### config.mk
export PLATFORM = sky130hd
export DESIGN_NAME = row_memory_streamer_flat
export DESIGN_NICKNAME = d
export VERILOG_FILES = /design/src/rtl/row_memory_streamer_if.sv /design/src/rtl/row_memory_streamer.sv /design/src/flat_wrapper.sv
export SDC_FILE = /design/constraint.sdc
export NUM_CORES = 2
export LEC_CHECK = 0
export ABC_AREA = 0
export CAP_MARGIN = 10
export CORE_AREA = 5 5 525 527
export DETAILED_ROUTE_END_ITERATION = 6
export DIE_AREA = 0 0 530 532
export GPL_ROUTABILITY_DRIVEN = 0
export PLACE_DENSITY = 0.51
export SYNTH_ARGS = -nofsm -noshare
export SYNTH_HDL_FRONTEND = slang
export SYNTH_SLANG_ARGS = --single-unit
### constraint.sdc
create_clock -name clkDiv -period 5.63 [get_ports clkDiv]
set_input_delay 1.4075 -clock clkDiv [delete_from_list [all_inputs] [get_ports clkDiv]]
set_output_delay 1.4075 -clock clkDiv [all_outputs]
set_load 0.02 [all_outputs]
### src/rtl/row_memory_streamer_if.sv
// rtl/row_memory_streamer_if.sv - request/acknowledge bus between the row streamer and the row store
interface row_memory_streamer_if #(
    parameter int DATA_WIDTH = 16,
    parameter int ADDR_WIDTH = 16
);
    logic                  memReq;
    logic                  memWe;
    logic [ADDR_WIDTH-1:0] memAddr;
    logic [DATA_WIDTH-1:0] memWData;
    logic [DATA_WIDTH-1:0] memRData;
    logic                  memAck;

    modport master (output memReq, memWe, memAddr, memWData, input memRData, memAck);
    modport slave  (input memReq, memWe, memAddr, memWData, output memRData, memAck);
endinterface

### src/rtl/row_memory_streamer.sv
// rtl/row_memory_streamer.sv - per-line write-back of the next generation and fetch of the next source row
module row_memory_streamer #(
    parameter int DATA_WIDTH     = 16,
    parameter int WORDS_PER_ROW  = 40,
    parameter int ROWS           = 480,
    parameter int TRIGGER_COLUMN = 640
) (
    input  logic                                clkDiv,
    input  logic                                rst,
    input  logic [8:0]                          row,
    input  logic [9:0]                          column,
    input  logic [DATA_WIDTH*WORDS_PER_ROW-1:0] writeRow,
    input  logic                                freeze,
    output logic [DATA_WIDTH*WORDS_PER_ROW-1:0] readRow,
    output logic                                reading,
    output logic                                busy,
    output logic                                overrun,
    output logic                                bank,
    row_memory_streamer_if.master               mem
);
    localparam int         ROW_W     = DATA_WIDTH * WORDS_PER_ROW;
    localparam int         IDX_W     = $clog2(ROW_W);
    localparam logic [5:0] LAST_WORD = 6'(WORDS_PER_ROW - 1);

    typedef enum logic [1:0] {IDLE, WRITE, READ, LOAD} state_t;

    state_t           state;
    logic [ROW_W-1:0] wbuf;
    logic [ROW_W-1:0] rbuf;
    logic [8:0]       wRow;
    logic [8:0]       rRow;
    logic [5:0]       word;
    logic             swapPending;

    logic [5:0]       nextWord;
    logic [IDX_W-1:0] wordBase;
    logic [IDX_W-1:0] nextBase;
    logic [9:0]       rowPlus2;
    logic [8:0]       nextRRow;
    logic             trigger;
    logic             swapReq;
    logic             ackd;

    assign nextWord = word + 6'd1;
    assign wordBase = IDX_W'(word) * IDX_W'(DATA_WIDTH);
    assign nextBase = IDX_W'(nextWord) * IDX_W'(DATA_WIDTH);
    // Source row is two ahead of the display row and wraps inside the visible frame.
    assign rowPlus2 = {1'b0, row} + 10'd2;
    assign nextRRow = (rowPlus2 >= 10'(ROWS)) ? 9'(rowPlus2 - 10'(ROWS)) : rowPlus2[8:0];
    assign trigger  = (column == 10'(TRIGGER_COLUMN)) && ({1'b0, row} < 10'(ROWS));
    assign swapReq  = ({1'b0, row} == 10'(ROWS)) && (column == 10'd0) && !freeze;
    assign ackd     = mem.memAck && mem.memReq;

    always_ff @(posedge clkDiv) begin
        if (rst) begin
            state        <= IDLE;
            wbuf         <= '0;
            rbuf         <= '0;
            wRow         <= '0;
            rRow         <= '0;
            word         <= '0;
            swapPending  <= 1'b0;
            readRow      <= '0;
            reading      <= 1'b0;
            busy         <= 1'b0;
            overrun      <= 1'b0;
            bank         <= 1'b0;
            mem.memReq   <= 1'b0;
            mem.memWe    <= 1'b0;
            mem.memAddr  <= '0;
            mem.memWData <= '0;
        end else begin
            reading <= 1'b0;
            if (trigger && state != IDLE)
                overrun <= 1'b1;

            // A swap requested mid-transaction lands on the LOAD cycle so one line never spans both banks.
            if ((state == IDLE && swapReq) || (state == LOAD && (swapPending || swapReq))) begin
                bank        <= ~bank;
                swapPending <= 1'b0;
            end else if (swapReq) begin
                swapPending <= 1'b1;
            end

            case (state)
                IDLE: begin
                    if (trigger) begin
                        wbuf         <= writeRow;
                        wRow         <= row;
                        rRow         <= nextRRow;
                        word         <= '0;
                        busy         <= 1'b1;
                        mem.memReq   <= 1'b1;
                        mem.memWe    <= 1'b1;
                        mem.memAddr  <= {~bank, row, 6'd0};
                        mem.memWData <= writeRow[DATA_WIDTH-1:0];
                        state        <= WRITE;
                    end
                end
                WRITE: begin
                    if (ackd) begin
                        if (word == LAST_WORD) begin
                            word        <= '0;
                            mem.memWe   <= 1'b0;
                            mem.memAddr <= {bank, rRow, 6'd0};
                            state       <= READ;
                        end else begin
                            word         <= nextWord;
                            mem.memAddr  <= {~bank, wRow, nextWord};
                            mem.memWData <= wbuf[nextBase +: DATA_WIDTH];
                        end
                    end
                end
                READ: begin
                    if (ackd) begin
                        rbuf[wordBase +: DATA_WIDTH] <= mem.memRData;
                        if (word == LAST_WORD) begin
                            word       <= '0;
                            mem.memReq <= 1'b0;
                            state      <= LOAD;
                        end else begin
                            word        <= nextWord;
                            mem.memAddr <= {bank, rRow, nextWord};
                        end
                    end
                end
                LOAD: begin
                    readRow <= rbuf;
                    reading <= 1'b1;
                    busy    <= 1'b0;
                    state   <= IDLE;
                end
                default: state <= IDLE;
            endcase
        end
    end
endmodule

### src/flat_wrapper.sv
// flat-port wrapper written by rule: the top's interface ports become plain ports
module row_memory_streamer_flat 
#(
    parameter int DATA_WIDTH     = 16,
    parameter int WORDS_PER_ROW  = 40,
    parameter int ROWS           = 480,
    parameter int TRIGGER_COLUMN = 640
)
  (clkDiv, rst, row, column, writeRow, freeze, readRow, reading, busy, overrun, bank, mem_memReq, mem_memWe, mem_memAddr, mem_memWData, mem_memRData, mem_memAck);
  row_memory_streamer_if #(.DATA_WIDTH(DATA_WIDTH)) mem_i ();
  input  logic clkDiv;
  input  logic rst;
  input  logic [8:0] row;
  input  logic [9:0] column;
  input  logic [DATA_WIDTH*WORDS_PER_ROW-1:0] writeRow;
  input  logic freeze;
  output logic [DATA_WIDTH*WORDS_PER_ROW-1:0] readRow;
  output logic reading;
  output logic busy;
  output logic overrun;
  output logic bank;
  output wire logic [$bits(mem_i.memReq)-1:0] mem_memReq;
  output wire logic [$bits(mem_i.memWe)-1:0] mem_memWe;
  output wire logic [$bits(mem_i.memAddr)-1:0] mem_memAddr;
  output wire logic [$bits(mem_i.memWData)-1:0] mem_memWData;
  input wire logic [$bits(mem_i.memRData)-1:0] mem_memRData;
  input wire logic [$bits(mem_i.memAck)-1:0] mem_memAck;
  assign mem_memReq = mem_i.memReq;
  assign mem_memWe = mem_i.memWe;
  assign mem_memAddr = mem_i.memAddr;
  assign mem_memWData = mem_i.memWData;
  assign mem_i.memRData = mem_memRData;
  assign mem_i.memAck = mem_memAck;
  row_memory_streamer #(.DATA_WIDTH(DATA_WIDTH), .WORDS_PER_ROW(WORDS_PER_ROW), .ROWS(ROWS), .TRIGGER_COLUMN(TRIGGER_COLUMN)) u_core (.clkDiv(clkDiv), .rst(rst), .row(row), .column(column), .writeRow(writeRow), .freeze(freeze), .readRow(readRow), .reading(reading), .busy(busy), .overrun(overrun), .bank(bank), .mem(mem_i));
endmodule
Word-level counts from Yosys, hierarchy flattened

Index checks and enable logic that the tools add are counted.

Flip-flop bits (word level): 1985
Latch bits: 0
Memory bits (writable): 0
Bits in read-only memories: 0
Input port bits: 679
Output and inout port bits: 678
Word-level logic and storage cells: 98
Memories kept: 0

$add $sub $neg: 4
$mul: 0
Divide/modulo/power cells: 0
$lt $le $gt $ge: 2
Eq/ne operators: 14
Shifts and indexed selects: 3
Muxes and demuxes: 29
Bitwise operators: 1
Reductions and logical operators: 29

Operators by type and width:

| operator                  | count |
|---|---|
| $bwmux 640                | 1 |
| $shift 16x12->640 const A | 1 |
| $shiftx 16x12->640        | 1 |
| $shiftx 640x11->16        | 1 |
| $mux 16                   | 8 |
| $pmux 16 s3               | 1 |
| $pmux 16 s2               | 1 |
| $mux 6                    | 3 |
| $ne 2x1->1 const B        | 6 |
| $neg 10->12               | 1 |
| $pmux 6 s2                | 1 |
| $reduce_and 4->1          | 3 |
| $add 9x2->10 const B      | 1 |
| $eq 10x10->1 const B      | 1 |
| $ge 10x9->1 const B       | 1 |
| $logic_not 10->1          | 1 |
| $mux 2                    | 5 |
| $reduce_and 5->1          | 2 |
| $reduce_bool 2->1         | 5 |
| $eq 9x9->1 const B        | 1 |
| $lt 9x9->1 const B        | 1 |
| $mux 9                    | 1 |
| $sub 9x9->9 const B       | 1 |
| $pmux 2 s4                | 1 |
| 16 further kinds          | 33 |

Logic depth before layout (Yosys ltp)

Depth after elaboration: 7
Gate-level depth with buffers: 14
Mapped depth without buffers: 8

Least setup slack after synthesis

Ideal clock, no wire load.

Kind: input -> register
From: input column[1]
To: register u_core.wbuf[541]
Library setup time: 0.070 ns
Arrival time: 3.355 ns
Data required time: 5.560 ns
Setup slack: 2.205 ns
Cell stages on the path: 10
Buffers on the path: 5
Cells stage by stage: nor4_1 and4_1 clkbuf_1 and2_1 clkbuf_1 clkbuf_1 clkbuf_1 clkbuf_1 nand2_1 a21oi_1

Word-level cells in the longest chain between the ends: 3

Ends and longest elaborated chain:

| element                           | RTL line                  | RTL |
|---|---|---|
| from (decl)                       | flat_wrapper.sv:14        | `input logic [9:0] column;` |
| $eq 10x10->1                      | row_memory_streamer.sv:50 | `assign trigger = (column == 10'(TRIGGER_COLUMN)) && ({1'b0, row} < 10'(ROWS));` |
| $logic_and 1x1->1                 | row_memory_streamer.sv:50 |  |
| $reduce_and 2->1 (no source line) | n/a                       |  |
| to (signal assigned)              | row_memory_streamer.sv:88 | `wbuf <= writeRow;` |
| to (decl)                         | row_memory_streamer.sv:28 | `logic [ROW_W-1:0] wbuf;` |

Every way passes these cells.
A chain may end at the register's enable or synchronous reset.

Worst setup path after layout

From: register u_core.word[0]
To: register u_core.rbuf[492]

Word-level cells in the longest chain between the ends: 3
Elaborated cells between the ends (all ways): 4
Those cells by class: add/sub (1); shift (2); mux (1)

Ends and longest elaborated chain:

| element                                                        | RTL line                   | RTL |
|---|---|---|
| from (decl)                                                    | row_memory_streamer.sv:32  | `logic [5:0] word;` |
| from (signal assigned)                                         | row_memory_streamer.sv:108 | `word <= nextWord;` |
| from (signal assigned)                                         | row_memory_streamer.sv:122 | `word <= nextWord;` |
| $neg 10->12 (*)                                                | row_memory_streamer.sv:116 | `rbuf[wordBase +: DATA_WIDTH] <= mem.memRData;` |
| $shiftx 16x12->640 / $shift 16x12->640 (equally long branches) | row_memory_streamer.sv:116 |  |
| $bwmux 640 (*)                                                 | row_memory_streamer.sv:116 |  |
| to (signal, indexed assignment)                                | row_memory_streamer.sv:116 |  |
| to (decl)                                                      | row_memory_streamer.sv:29  | `logic [ROW_W-1:0] rbuf;` |

Mark *: on every way between the ends. The rest lies on a longest branch, timed or not.

==> flow_summary_export.csv <==
group,metric,value,unit
synthesis,yosysWarnings,0,
clocking,cts_setup_buffers,0,
floorplan,core-area,0.270,mm^2
worst_hold_path,holdPathEnd,"u_core.readRow[166]$_SDFFE_PP0P_",
timing,relSlewSlack,12.0,%
finish,nFillCells,27200,
clocking,cts_resized,0,
finish,finalNetCount,10100,
outcome,status,"finished, final reports clean",
pwr,leakage,32.3,nW
timing,finalSetupViolations,0,
timing,rsz0062_at_grt,"no",
routing,wire_per_inst,25.6,um
synthesis,ys_top_cells_by_area,"dfxtp_1, mux2i_1, nand2_1",
synthesis,syn-num-nets,9016,
floorplan,rows,191,
worst_hold_path,min-delay-path-class,"flip-flop to flip-flop",
place,dp_hpwl,245000,um
setup_path,timing.rr.end,"u_core.rbuf[492]$_SDFFE_PP0P_",
routing,drc_errors,0,
worst_hold_path,holdPathStages,2,
timing,finalMaxSlewViolations,0,
timing,worst-slew-pin-transition,1.32,ns
timing,layout_setup_ws,1.50,ns
setup_path,cp-start-kind,"flip-flop",
floorplan,ios,1357,
synthesis,synth.distinct_cells,67,
timing,tns,0,ns
timing,skew,0.0811,ns
routing,via_per_inst,4.87,
pwr,powerDensity,300,mW/mm^2
routing,num_vias,64000,
place,dp_slack,0.969,ns
synthesis,synth_top_area_cell,"dfxtp_1",
clocking,clkSinkCount,1984,
routing,finalWirelength,337000,um
setup_path,arrival,4.80,ns
routing,detail-route-antenna-nets,0,
clocking,h-tree-depth,4,
finish,area_delta_synth_final,32.5,%
timing,fmax,242,MHz
global_routing,grt_pass1_vias,62000,
setup_path,rrSetupSlack,1.50,ns
synthesis,synth.top_cell.area_share,52.7,%
worst_hold_path,min-delay-start,"u_core.rbuf[166]$_SDFFE_PP0P_",
synthesis,synthesis.area,0.0754,mm^2
setup_path,end_kind,"flip-flop",
setup_path,reg2regPathDepth,8,
floorplan,die-area,0.282,mm^2
floorplan,die_h,532,um
synthesis,synth_edf_count,0,
clocking,hold_buffers,0,
clocking,clockRootBuffer,"clkbuf_16",
clocking,cts_tree,"yes",
pwr,peakVddDrop,0.261,mV
finish,layout-drive-gt1-share,8.07,%
global_routing,grt.total_usage,22.7,%
global_routing,grt_start_max_net_pins,223,
synthesis,synthFlopType,"dfxtp_1",
place,dpl_cell_area,0.0925,mm^2
finish,utilization,37.0,%
synthesis,ys_ff_latch,1984,
global_routing,antenna_found_initial,66,
global_routing,grt-ovfl-total,0,
setup_path,worstPathMaxFanout,37,
synthesis,synth_cells,8327,
floorplan,initial_core_util,27.9,%
clocking,clk_pin_slew,0.07,ns
timing,post-route-min-period,4.13,ns
setup_path,critical_path_class,"flip-flop to flip-flop",
run,drv_cap,0,
setup_path,required,6.30,ns
timing,min_period_over_period,73.3,%
pwr,p_total,0.0300,W
clocking,insertion_delay,0.88,ns
clocking,numCtsBuffers,222,
synthesis,avgSynthCellArea,9.06,um^2
routing,dr.pass1.iters,5,
timing,hold_viol_final,0,
routing,drt-initial-drc-count,4992,
synthesis,ys_seq_area_share,52.7,%
setup_path,timing.rr.start,"u_core.word[0]$_SDFFE_PP0P_",
floorplan,fp.dieW,530,um
clocking,cts_buffer_depth,4,
finish,post-route-cell-area,0.0999,mm^2
global_routing,grt_pass1_wl,469000,um
synthesis,synthArstFlopShare,0,%
place,io_buffers,1356,
[layer usage]
metal / track usage [%] / share of wire, % / vias up
li1: - / - / 30000
met4: 7.11 / 3.3 / 54
met2: 40.5 / 50 / 2162
met5: 0 / 0.12 / -
met1: 27.2 / 40 / 31300
met3: 4.77 / 6.6 / 479
[where the power goes]
group	internal, W	leakage [nW]	switching, W	total, W
combinational	0.000501	12.7	0.000685	0.00119
sequential	0.0141	16.0	0.0000138	0.0141
clock	0.00863	3.62	0.00610	0.0147
[synth_stat cells (14+ instances only)]
library cell	count
nor2_1	830
mux2i_1	978
o21ai_0	93
o32ai_1	14
mux4_2	160
or3_1	18
clkbuf_1	538
buf_2	39
inv_1	23
a31o_2	30
nand3_1	171
dfxtp_1	1984
nor3_1	35
buf_1	85
nand4_1	32
nand2_1	2200
a21oi_1	914
[logic make-up after synthesis]
family          count (synthesis)  synth area share (%)
fa+ha+maj                      10                 0.166
buf+inv                       703                  3.69
compound gates               1121                  7.95
simple gates                 3355                  17.6
xor+xnor                       15                 0.174
mux                          1139                  17.8
flops                        1984                  52.7
[placed cells by master, fill, tap and decap left out, types with 32 or more instances in the layout]
| master | synthesis | routed |
|---|---|---|
| a21oi_1 | 914 | 914 |
| clkdlybuf4s50_1 | 0 | 1339 |
| nand3_1 | 171 | 170 |
| clkinv_2 | 0 | 42 |
| o21ai_0 | 93 | 93 |
| mux4_2 | 160 | 160 |
| buf_12 | 0 | 35 |
| nand2_1 | 2200 | 2199 |
| clkbuf_1 | 538 | 42 |
| dfxtp_1 | 1984 | 1983 |
| buf_4 | 8 | 115 |
| clkbuf_16 | 0 | 223 |
| mux2i_1 | 978 | 978 |
| clkbuf_8 | 0 | 52 |
| nand4_1 | 32 | 32 |
| nor2_1 | 830 | 828 |
[critical path, cell delays in order, from the launching register on]
cell      delay [ns]
dfxtp_4         0.78
inv_1           0.21
ha_4            0.88
nor2b_1         0.31
o211ai_1        0.34
nor2_1          0.39
nand2_1         0.68
nand2_1         0.28
a21oi_1         0.10
[how the worst max path moves through the flow]
stage | start | end | slack (ns) | depth (start not counted)
finish | u_core.word[0]$_SDFFE_PP0P_ | u_core.rbuf[492]$_SDFFE_PP0P_ | 1.50 | 8
detailed placement | row[5] | u_core.wbuf[470]$_SDFFE_PP0P_ | 0.97 | 7
floorplan | column[1] | u_core.wbuf[541]$_SDFFE_PP0P_ | 2.20 | 10
CTS | u_core.word[0]$_SDFFE_PP0P_ | u_core.rbuf[138]$_SDFFE_PP0P_ | 1.36 | 7
global route | u_core.word[0]$_SDFFE_PP0P_ | u_core.rbuf[40]$_SDFFE_PP0P_ | 1.22 | 8
global placement | row[5] | u_core.wbuf[119]$_SDFFE_PP0P_ | 0.97 | 7
[state kept, by name, summed over array words and instances (netlist names)]
signal,flops
u_core.mem.memReq,1
u_core.wbuf,640
u_core.word,6
u_core.rbuf,640
u_core.mem.memWData,16
u_core.bank,1
u_core.mem.memAddr,16
u_core.overrun,1
u_core.wRow,8
u_core.state,2
u_core.readRow,640
u_core.rRow,9
u_core.mem.memWe,1
u_core.busy,1
u_core.swapPending,1
u_core.reading,1
[stage by stage]
stage / std cells / hold WS [ns]
finish: 13100 / 0.442
floorplan: 8327 / 0.428
global route: 13100 / 0.464
CTS: 13100 / 0.448
detailed placement: 12700 / 0.444
global placement: 12700 / 0.437
[cell type report]
class / instances / area, um^2 / area share (%)
Sequential cell: 1984 / 39700 / 39.8
Multi-Input combinational cell: 5640 / 33100 / 33.2
Timing Repair Buffer: 1506 / 15100 / 15.1
Clock buffer: 317 / 6450 / 6.46
Tap cell: 3570 / 4470 / 4.47
Clock inverter: 80 / 878 / 0.879
Inverter: 24 / 97.6 / 0.0977
Antenna cell: 23 / 57.6 / 0.0576
No activity file was read; power rests on OpenSTA's default activity.
